--- config.mk ---
export PLATFORM = sky130hd
export DESIGN_NAME = volumen_integrador
export DESIGN_NICKNAME = d
export VERILOG_FILES = /design/src/rtl/espirometro_pkg.sv /design/src/rtl/acum_saturado.sv /design/src/rtl/volumen_integrador.sv
export SDC_FILE = /design/constraint.sdc
export NUM_CORES = 1
export LEC_CHECK = 0
export ABC_AREA = 1
export CAP_MARGIN = 20
export CELL_PAD_IN_SITES_DETAIL_PLACEMENT = 1
export CELL_PAD_IN_SITES_GLOBAL_PLACEMENT = 1
export CORE_MARGIN = 5
export CORE_UTILIZATION = 33
export CTS_BUF_LIST = sky130_fd_sc_hd__clkbuf_4 sky130_fd_sc_hd__clkbuf_8
export DETAILED_ROUTE_END_ITERATION = 12
export PLACE_DENSITY_LB_ADDON = 0.1
export SLEW_MARGIN = 10
export SYNTH_ARGS = -nofsm -noshare
export SYNTH_HDL_FRONTEND = slang
export SYNTH_SLANG_ARGS = --single-unit
--- constraint.sdc ---
create_clock -name iClk -period 1.7 [get_ports iClk]
set_input_delay 0.255 -clock iClk [delete_from_list [all_inputs] [get_ports iClk]]
set_output_delay 0.255 -clock iClk [all_outputs]
set_load 0.01 [all_outputs]
--- src/rtl/espirometro_pkg.sv ---
// rtl/espirometro_pkg.sv - shared state encodings and default widths for the spirometer volume path
package espirometro_pkg;

  typedef enum logic [1:0] {
    ST_IDLE  = 2'b00,
    ST_ARMED = 2'b01,
    ST_ACUM  = 2'b10,
    ST_DONE  = 2'b11
  } tEstado;

  localparam int DEF_DATA_W   = 8;
  localparam int DEF_VOL_W    = 14;
  localparam int DEF_CNT_W    = 12;
  localparam int DEF_NOISE_TH = 4;
  localparam int DEF_HOLD_CNT = 50;
  localparam int DEF_FEV1_N   = 100;

endpackage

--- src/rtl/acum_saturado.sv ---
// rtl/acum_saturado.sv - clipping volume accumulator with sticky saturation flag (clr beats en)
module acum_saturado #(
  parameter int VOL_W  = 14,
  parameter int DATA_W = 8
) (
  input  logic              iClk,
  input  logic              iReset_n,
  input  logic              clr,
  input  logic              en,
  input  logic [DATA_W-1:0] din,
  output logic [VOL_W-1:0]  sum,
  output logic              sat
);

  // one guard bit catches the overflow of a single add
  logic [VOL_W:0] sumExt;
  assign sumExt = {1'b0, sum} + {{(VOL_W + 1 - DATA_W){1'b0}}, din};

  always_ff @(posedge iClk or negedge iReset_n) begin
    if (!iReset_n) begin
      sum <= '0;
      sat <= 1'b0;
    end else if (clr) begin
      sum <= '0;
      sat <= 1'b0;
    end else if (en) begin
      if (sumExt[VOL_W]) begin
        sum <= '1;
        sat <= 1'b1;
      end else begin
        sum <= sumExt[VOL_W-1:0];
      end
    end
  end

endmodule

--- src/rtl/volumen_integrador.sv ---
// rtl/volumen_integrador.sv - manoeuvre FSM integrating flow into volume; VOLUMEN_FEV1_EN adds the FEV1 latch
module volumen_integrador
  import espirometro_pkg::*;
#(
  parameter int DATA_W   = DEF_DATA_W,
  parameter int VOL_W    = DEF_VOL_W,
  parameter int CNT_W    = DEF_CNT_W,
  parameter int NOISE_TH = DEF_NOISE_TH,
  parameter int HOLD_CNT = DEF_HOLD_CNT,
  parameter int FEV1_N   = DEF_FEV1_N
) (
  input  logic              iClk,
  input  logic              iReset_n,
  input  logic              iCE,
  input  logic              iStart,
  input  logic [DATA_W-1:0] ivDatos,
  output logic [VOL_W-1:0]  ovVolumen,
  output logic [DATA_W-1:0] ovPico,
  output logic [CNT_W-1:0]  ovMuestras,
  output logic [VOL_W-1:0]  ovFEV1,
  output logic [1:0]        ovEstado,
  output logic              oListo,
  output logic              oSaturado
);

  localparam int Q_W = $clog2(HOLD_CNT + 1);

  if (HOLD_CNT < 1 || FEV1_N < 1) begin : gParamCheck
    $error("volumen_integrador: HOLD_CNT and FEV1_N must be at least 1");
  end

  tEstado         estado, estadoNext;
  logic [Q_W-1:0] quiet, quietNext;
  logic           clr, acc, esRuido;

  assign esRuido = (ivDatos <= DATA_W'(NOISE_TH));

  always_comb begin
    estadoNext = estado;
    clr        = 1'b0;
    acc        = 1'b0;
    quietNext  = esRuido ? quiet + Q_W'(1) : '0;
    if (iStart) begin
      clr        = 1'b1;
      estadoNext = ST_ARMED;
    end else if (iCE) begin
      case (estado)
        ST_ARMED: begin
          if (!esRuido) begin
            acc        = 1'b1;
            estadoNext = ST_ACUM;
          end
        end
        ST_ACUM: begin
          acc = 1'b1;
          if (quietNext == Q_W'(HOLD_CNT)) estadoNext = ST_DONE;
        end
        default: ;
      endcase
    end
  end

  always_ff @(posedge iClk or negedge iReset_n) begin
    if (!iReset_n) begin
      estado     <= ST_IDLE;
      quiet      <= '0;
      ovPico     <= '0;
      ovMuestras <= '0;
    end else begin
      estado <= estadoNext;
      if (clr) begin
        quiet      <= '0;
        ovPico     <= '0;
        ovMuestras <= '0;
      end else if (acc) begin
        quiet <= quietNext;
        if (ivDatos > ovPico) ovPico <= ivDatos;
        if (ovMuestras != '1) ovMuestras <= ovMuestras + CNT_W'(1);
      end
    end
  end

  acum_saturado #(.VOL_W(VOL_W), .DATA_W(DATA_W)) uAcum (
    .iClk    (iClk),
    .iReset_n(iReset_n),
    .clr     (clr),
    .en      (acc),
    .din     (ivDatos),
    .sum     (ovVolumen),
    .sat     (oSaturado)
  );

  assign ovEstado = estado;
  assign oListo   = (estado == ST_DONE);

`ifdef VOLUMEN_FEV1_EN
  localparam int F_W = $clog2(FEV1_N + 1);

  logic [F_W-1:0]   fevCnt;
  logic             fevListo;
  logic [VOL_W-1:0] fev1, volPost;
  logic [VOL_W:0]   sumaPost;

  // post-add volume of the current sample, so FEV1 appears with the same latency as ovVolumen
  assign sumaPost = {1'b0, ovVolumen} + {{(VOL_W + 1 - DATA_W){1'b0}}, ivDatos};
  assign volPost  = sumaPost[VOL_W] ? '1 : sumaPost[VOL_W-1:0];

  always_ff @(posedge iClk or negedge iReset_n) begin
    if (!iReset_n) begin
      fevCnt   <= '0;
      fevListo <= 1'b0;
      fev1     <= '0;
    end else if (clr) begin
      fevCnt   <= '0;
      fevListo <= 1'b0;
      fev1     <= '0;
    end else if (acc && !fevListo) begin
      fevCnt <= fevCnt + F_W'(1);
      if (fevCnt + F_W'(1) == F_W'(FEV1_N) || estadoNext == ST_DONE) begin
        fev1     <= volPost;
        fevListo <= 1'b1;
      end
    end
  end

  assign ovFEV1 = fev1;
`else
  assign ovFEV1 = '0;
`endif

endmodule

== Word level (Yosys, flattened, before mapping) ==
Index checks and enable logic that the tools add are counted.
W data, S select, Z words.
Operators by class
  add/subtract/negate cells: 3
  $lt $le $gt $ge: 2
  eq/ne operators: 7
  multiplexer cells: 25
  reduce and logical (&&, ||, !) cells: 10
Operators by type and width (number)
  $mux W14: 3
  $mux W12: 3
  $mux W8: 3
  $mux W6: 3
  $add A14 B8 Y15: 1
  $add A12 B1 Y12 const B: 1
  $ne A12 B12 Y1 const B: 1
  $reduce_bool A2 Y1: 5
  $gt A8 B8 Y1: 1
  $le A8 B3 Y1 const B: 1
  $mux W2: 4
  $mux W1: 7
  $add A6 B1 Y6 const B: 1
  $eq A6 B6 Y1 const B: 1
  $ne A3 B3 Y1 const B: 2
  $reduce_and A2 Y1: 3
  $eq A2 B2 Y1 const B: 2
  $pmux W2 S2: 1
  $reduce_and A4 Y1: 1
  $reduce_bool A3 Y1: 1
  $eq A2 B1 Y1 const B: 1
  $pmux W1 S2: 1
Word-level totals
  flip-flop bits (word level): 43
  input port bits: 12
  output and inout port bits: 52
  logic and storage cells: 53

== Depth between registers and ports, before layout ==
Gate-level depths: netlist of run 1.
  word-level depth: 7
  gate-level depth with buffers: 12

== Hierarchy ==
Synthesis of run 1 repeated with hierarchy kept, for this count alone.
Unflattened totals
  cell total of the unflattened synthesis: 452
  area, all modules: 3233.1 µm²
Modules (own cells, without submodules)
  volumen_integrador: times used 1, cells each 277, area an instance 1979.4 µm²
  acum_saturado: times used 1, cells each 175, area an instance 1253.7 µm²

== Worst setup path after synthesis of run 1 ==
Ideal clock, no wire load.
  kind: register to register
  start: reg uAcum.sum[0]
  end: reg uAcum.sum[5]
  data arrival time: 1793 ps
  data required time: 1634 ps
  slack: -159 ps
  cell stages (with the launch flop): 11
  period minus slack after synthesis: 1859 ps
  cell sequence: dfrtp_1 ha_1 inv_1 fa_1 o21ai_2 nand2_1 nand2_2 nand3_4 inv_1 o21ai_0 nand2_1
On the way
  longest elaborated chain between the ends: 4
RTL lines
  start: declaration: RTL line acum_saturado.sv:11  | output logic [VOL_W-1:0] sum,
  start signal: assignment: RTL line acum_saturado.sv:31  | sum <= sumExt[VOL_W-1:0];
  $add A14 B8 Y15: RTL line acum_saturado.sv:17  | assign sumExt = {1'b0, sum} + {{(VOL_W + 1 - DATA_W){1'b0}}, din};
  $mux W14: RTL line acum_saturado.sv:27  | if (sumExt[VOL_W]) begin
  $mux W14: RTL line acum_saturado.sv:26  | end else if (en) begin
  $mux W14: RTL line acum_saturado.sv:23  | end else if (clr) begin
No other way between the ends. The select of a mux whose other input is x is not followed.
A chain may end at the register's enable or synchronous reset.

== Worst setup path after layout of run 1 ==
  start: reg uAcum.sum[0]
  end: reg uAcum.sum[3]
Same word-level chain as after synthesis.

==> flow_metrics.py, run 1 <==
metrics = {
    "run_status": {
        "status": "finished with violations",
        "violations": "negative setup slack",
    },
    "place": {
        "post-place-ws_ns": -0.673,
        "io_buffers": 49,
        "dp_hpwl_mm": 7.50,
        "gp_congestion": 0.809,
    },
    "layout": {
        "fin_nets": 601,
        "multi_input_area_um2": 2250,
        "n_antenna_cell": 0,
        "syn_to_final_growth_pct": 52.9,
        "final-seq-area_um2": 1080,
        "fin_util_pct": 50.8,
        "drive_gt1_share_pct": 33.3,
        "fillers": 1222,
    },
    "synth": {
        "synthMuxAreaShare_pct": 0,
        "yosys.area_share.adder_pct": 8.82,
        "synth_ff_type": "dfrtp_1",
        "synth_common_cells": "123 x nand2_1, 53 x nand3_1, 46 x inv_1",
        "netlist_area_um2": 3210,
        "synth_simple_gate_area_share_pct": 34.3,
        "async_flop_share_pct": 100,
        "synth-seq-cells": 43,
        "netlist_top_cells_area": "dfrtp_1 34%, nand2_1 14%, nand3_1 8.3%",
        "ys_seq_area_share_pct": 33.6,
        "synth-compound-area-share_pct": 8.31,
        "yosys.cell_types.count": 36,
        "synth_top_area_share_pct": 33.6,
        "synth_cells": 437,
        "synth-edff-count": 0,
        "yosys.area.top_type": "dfrtp_1",
        "synth-xor-area-share_pct": 3.28,
        "synth_most_common_cell": "nand2_1",
        "synth_top_family_by_area": "simple AND/OR/NAND/NOR gates",
        "yosys_warnings": 0,
        "syn_avg_cell_area_um2": 7.34,
    },
    "sta": {
        "slew_viol_final": 0,
        "rsz0062_at_grt": "true",
        "postLayoutSetupSlackWorst_ns": -0.118,
        "hold_slack_ns": 0.445,
        "min_period_over_period_pct": 107,
        "setup_viol": 16,
        "clock_skew_ns": 0.00562,
        "fmax_ghz": 0.550,
        "fin_crit_ns": 1.82,
        "final_hold_viol_count": 0,
        "fin_setup_tns_ns": -1.16,
    },
    "global_routing": {
        "antenna_found_initial": 0,
        "grt.overflow.total": 0,
        "grt_max_degree": 44,
        "grt_pass1_vias": 3462,
        "grt.total_usage_pct": 18.1,
        "grt_pass1_wl_mm": 16.9,
    },
    "floorplan": {
        "die_x_um": 109,
        "design.core.area_um2": 9640,
        "placementRows": 36,
        "die-area_um2": 11800,
        "fp.dieH_um": 109,
        "ios": 64,
        "start_util_pct": 33.3,
    },
    "job": {
        "cap_violations": 0,
    },
    "setup_path": {
        "end_kind": "flip-flop",
        "crit_type": "flip-flop to flip-flop",
        "crit_path_start_kind": "flip-flop",
        "crit_arrival_ns": 2.07,
        "cpMaxStageDelayCell": "dfrtp_1",
        "crit_path_max_incr_delay_ns": 0.36,
        "rrSetupSlack_ns": -0.12,
        "crit_fanout": 7,
        "crit_required_ns": 1.95,
        "worstPathCellList": "ha_2, inv_2, fa_2, o21ai_4, nand2_2, nand2_4, nand3_4, inv_4, o21ai_2, nand2_1",
    },
    "cts": {
        "ctsHtreeMaxLevel": 2,
        "insertion_delay_ns": 0.31,
        "ctsRootBufferMaster": "clkbuf_8",
        "path_clk_slew_ns": 0.10,
        "numClockSinks": 43,
        "cts_buffers": 5,
        "clockBufferDepth": 2,
        "cts_tree": "built",
    },
    "routing": {
        "drt-wirelength-per-cell_um": 15.5,
        "drtIter0Drc": 63,
        "ant_nets": 0,
        "wl_mm": 10.8,
        "firstDrtPassIters": 4,
        "via_count": 3310,
        "drc": 0,
        "post_drt_via_cell_ratio": 4.72,
    },
    "pwr": {
        "vdd_drop_max_mv": 0.336,
        "cellPowerDensity_nw_per_um2": 622,
        "p_total_uw": 3050,
        "p_leak_uw": 0.00232,
    },
    "min_path": {
        "hold_class": "primary input to asynchronous set/reset pin",
    },
}
==> cell families (layout without fill, tap and decap cells) <==
logic type | Yosys count | count (layout)
fa+ha+maj | 22 | 22
xor+xnor | 12 | 12
flops | 43 | 43
compound gates | 45 | 45
simple gates | 241 | 246
buf+inv | 73 | 186
other cells | 1 | 14
==> what timing repair did <==
| item | 4_1_cts | 5_1_grt |
|---|---|---|
| pin swaps | 16 | 27 |
| endpoints found under the setup margin | 45 | 45 |
| buffers inserted | 6 | 13 |
| resized for setup | 47 | 62 |
| cloned | 3 | 2 |
| endpoints found under the hold margin | 43 | 0 |
| hold buffers | 1 | 0 |
==> worst max-delay path: cells and delay by family (launching register included) <==
| kind | cells | cell delay [ns] |
|---|---|---|
| flops | 1 | 0.36 |
| simple gates | 4 | 0.44 |
| buf+inv | 2 | 0.16 |
| fa+ha+maj | 2 | 0.57 |
| compound gates | 2 | 0.23 |
==> final cells by class <==
type                            count  share of cell area (%)
Multi-Input combinational cell    339                    45.8
Timing Repair Buffer              130                    23.3
Sequential cell                    43                    22.0
Inverter                           48                    3.73
Tap cell                          133                    3.40
Clock buffer                        6                    1.56
Clock inverter                      2                   0.255
==> power by group <==
group	leakage [µW]	internal, µW	switching (µW)
clock	0.0000446	305	426
combinational	0.00168	571	628
sequential	0.000589	1070	44.2
total	0.00232	1950	1100
==> cell usage in the layout, fill, tap and decap left out, types with 10 or more instances in the layout <==
master           instances
nand3_1                 40
clkdlybuf4s50_1         38
inv_1                   41
nand3_2                 14
o21ai_1                 16
dfrtp_1                 42
nor2_1                  24
nand2_2                 16
o21ai_2                 10
conb_1                  14
nand2_1                108
buf_4                   73
ha_4                    10
xor2_1                  11
==> routing by layer <==
layer  routed length [µm]  GRT usage (%)  up-vias
met4                   86           3.52        0
met1                 4930           23.4     1625
met3                  204           2.27        6
met5                    0              0        -
met2                 5630           32.6       38
li1                     -              -     1641
==> sequential cells by signal, indices dropped and copies added (netlist names) <==
register and count:
uAcum.sum 14, uAcum.sat 1, ovEstado 2, quiet 6, ovMuestras 12, ovPico 8
==> through the flow <==
| stage | instances | cell area [µm²] |
|---|---|---|
| after floorplan | 450 | 3260 |
| after global routing | 701 | 4900 |
| final | 701 | 4900 |
| after detailed placement | 668 | 4190 |
| after CTS | 686 | 4480 |
| after global placement | 668 | 4190 |
==> worst paths after layout <==
path | from | to | depth (start not counted)
min reg2reg | ovPico[5] | ovPico[5] | 2
min | iReset_n | ovPico[7] | 3
max in group asynchronous | iReset_n | uAcum.sum[8] | 3
max | uAcum.sum[0] | uAcum.sum[3] | 10
max reg2reg | uAcum.sum[0] | uAcum.sum[3] | 10
min in group iClk | ivDatos[5] | ovPico[5] | 5
No activity file was read; power rests on OpenSTA's default activity.
==> inputs of run 2 (changes only) <==
Settings changed: GPL_ROUTABILITY_DRIVEN set to 0.
==> results of run 2 <==
Same layout as run 1: the final DEF is identical, and so are final timing and power.
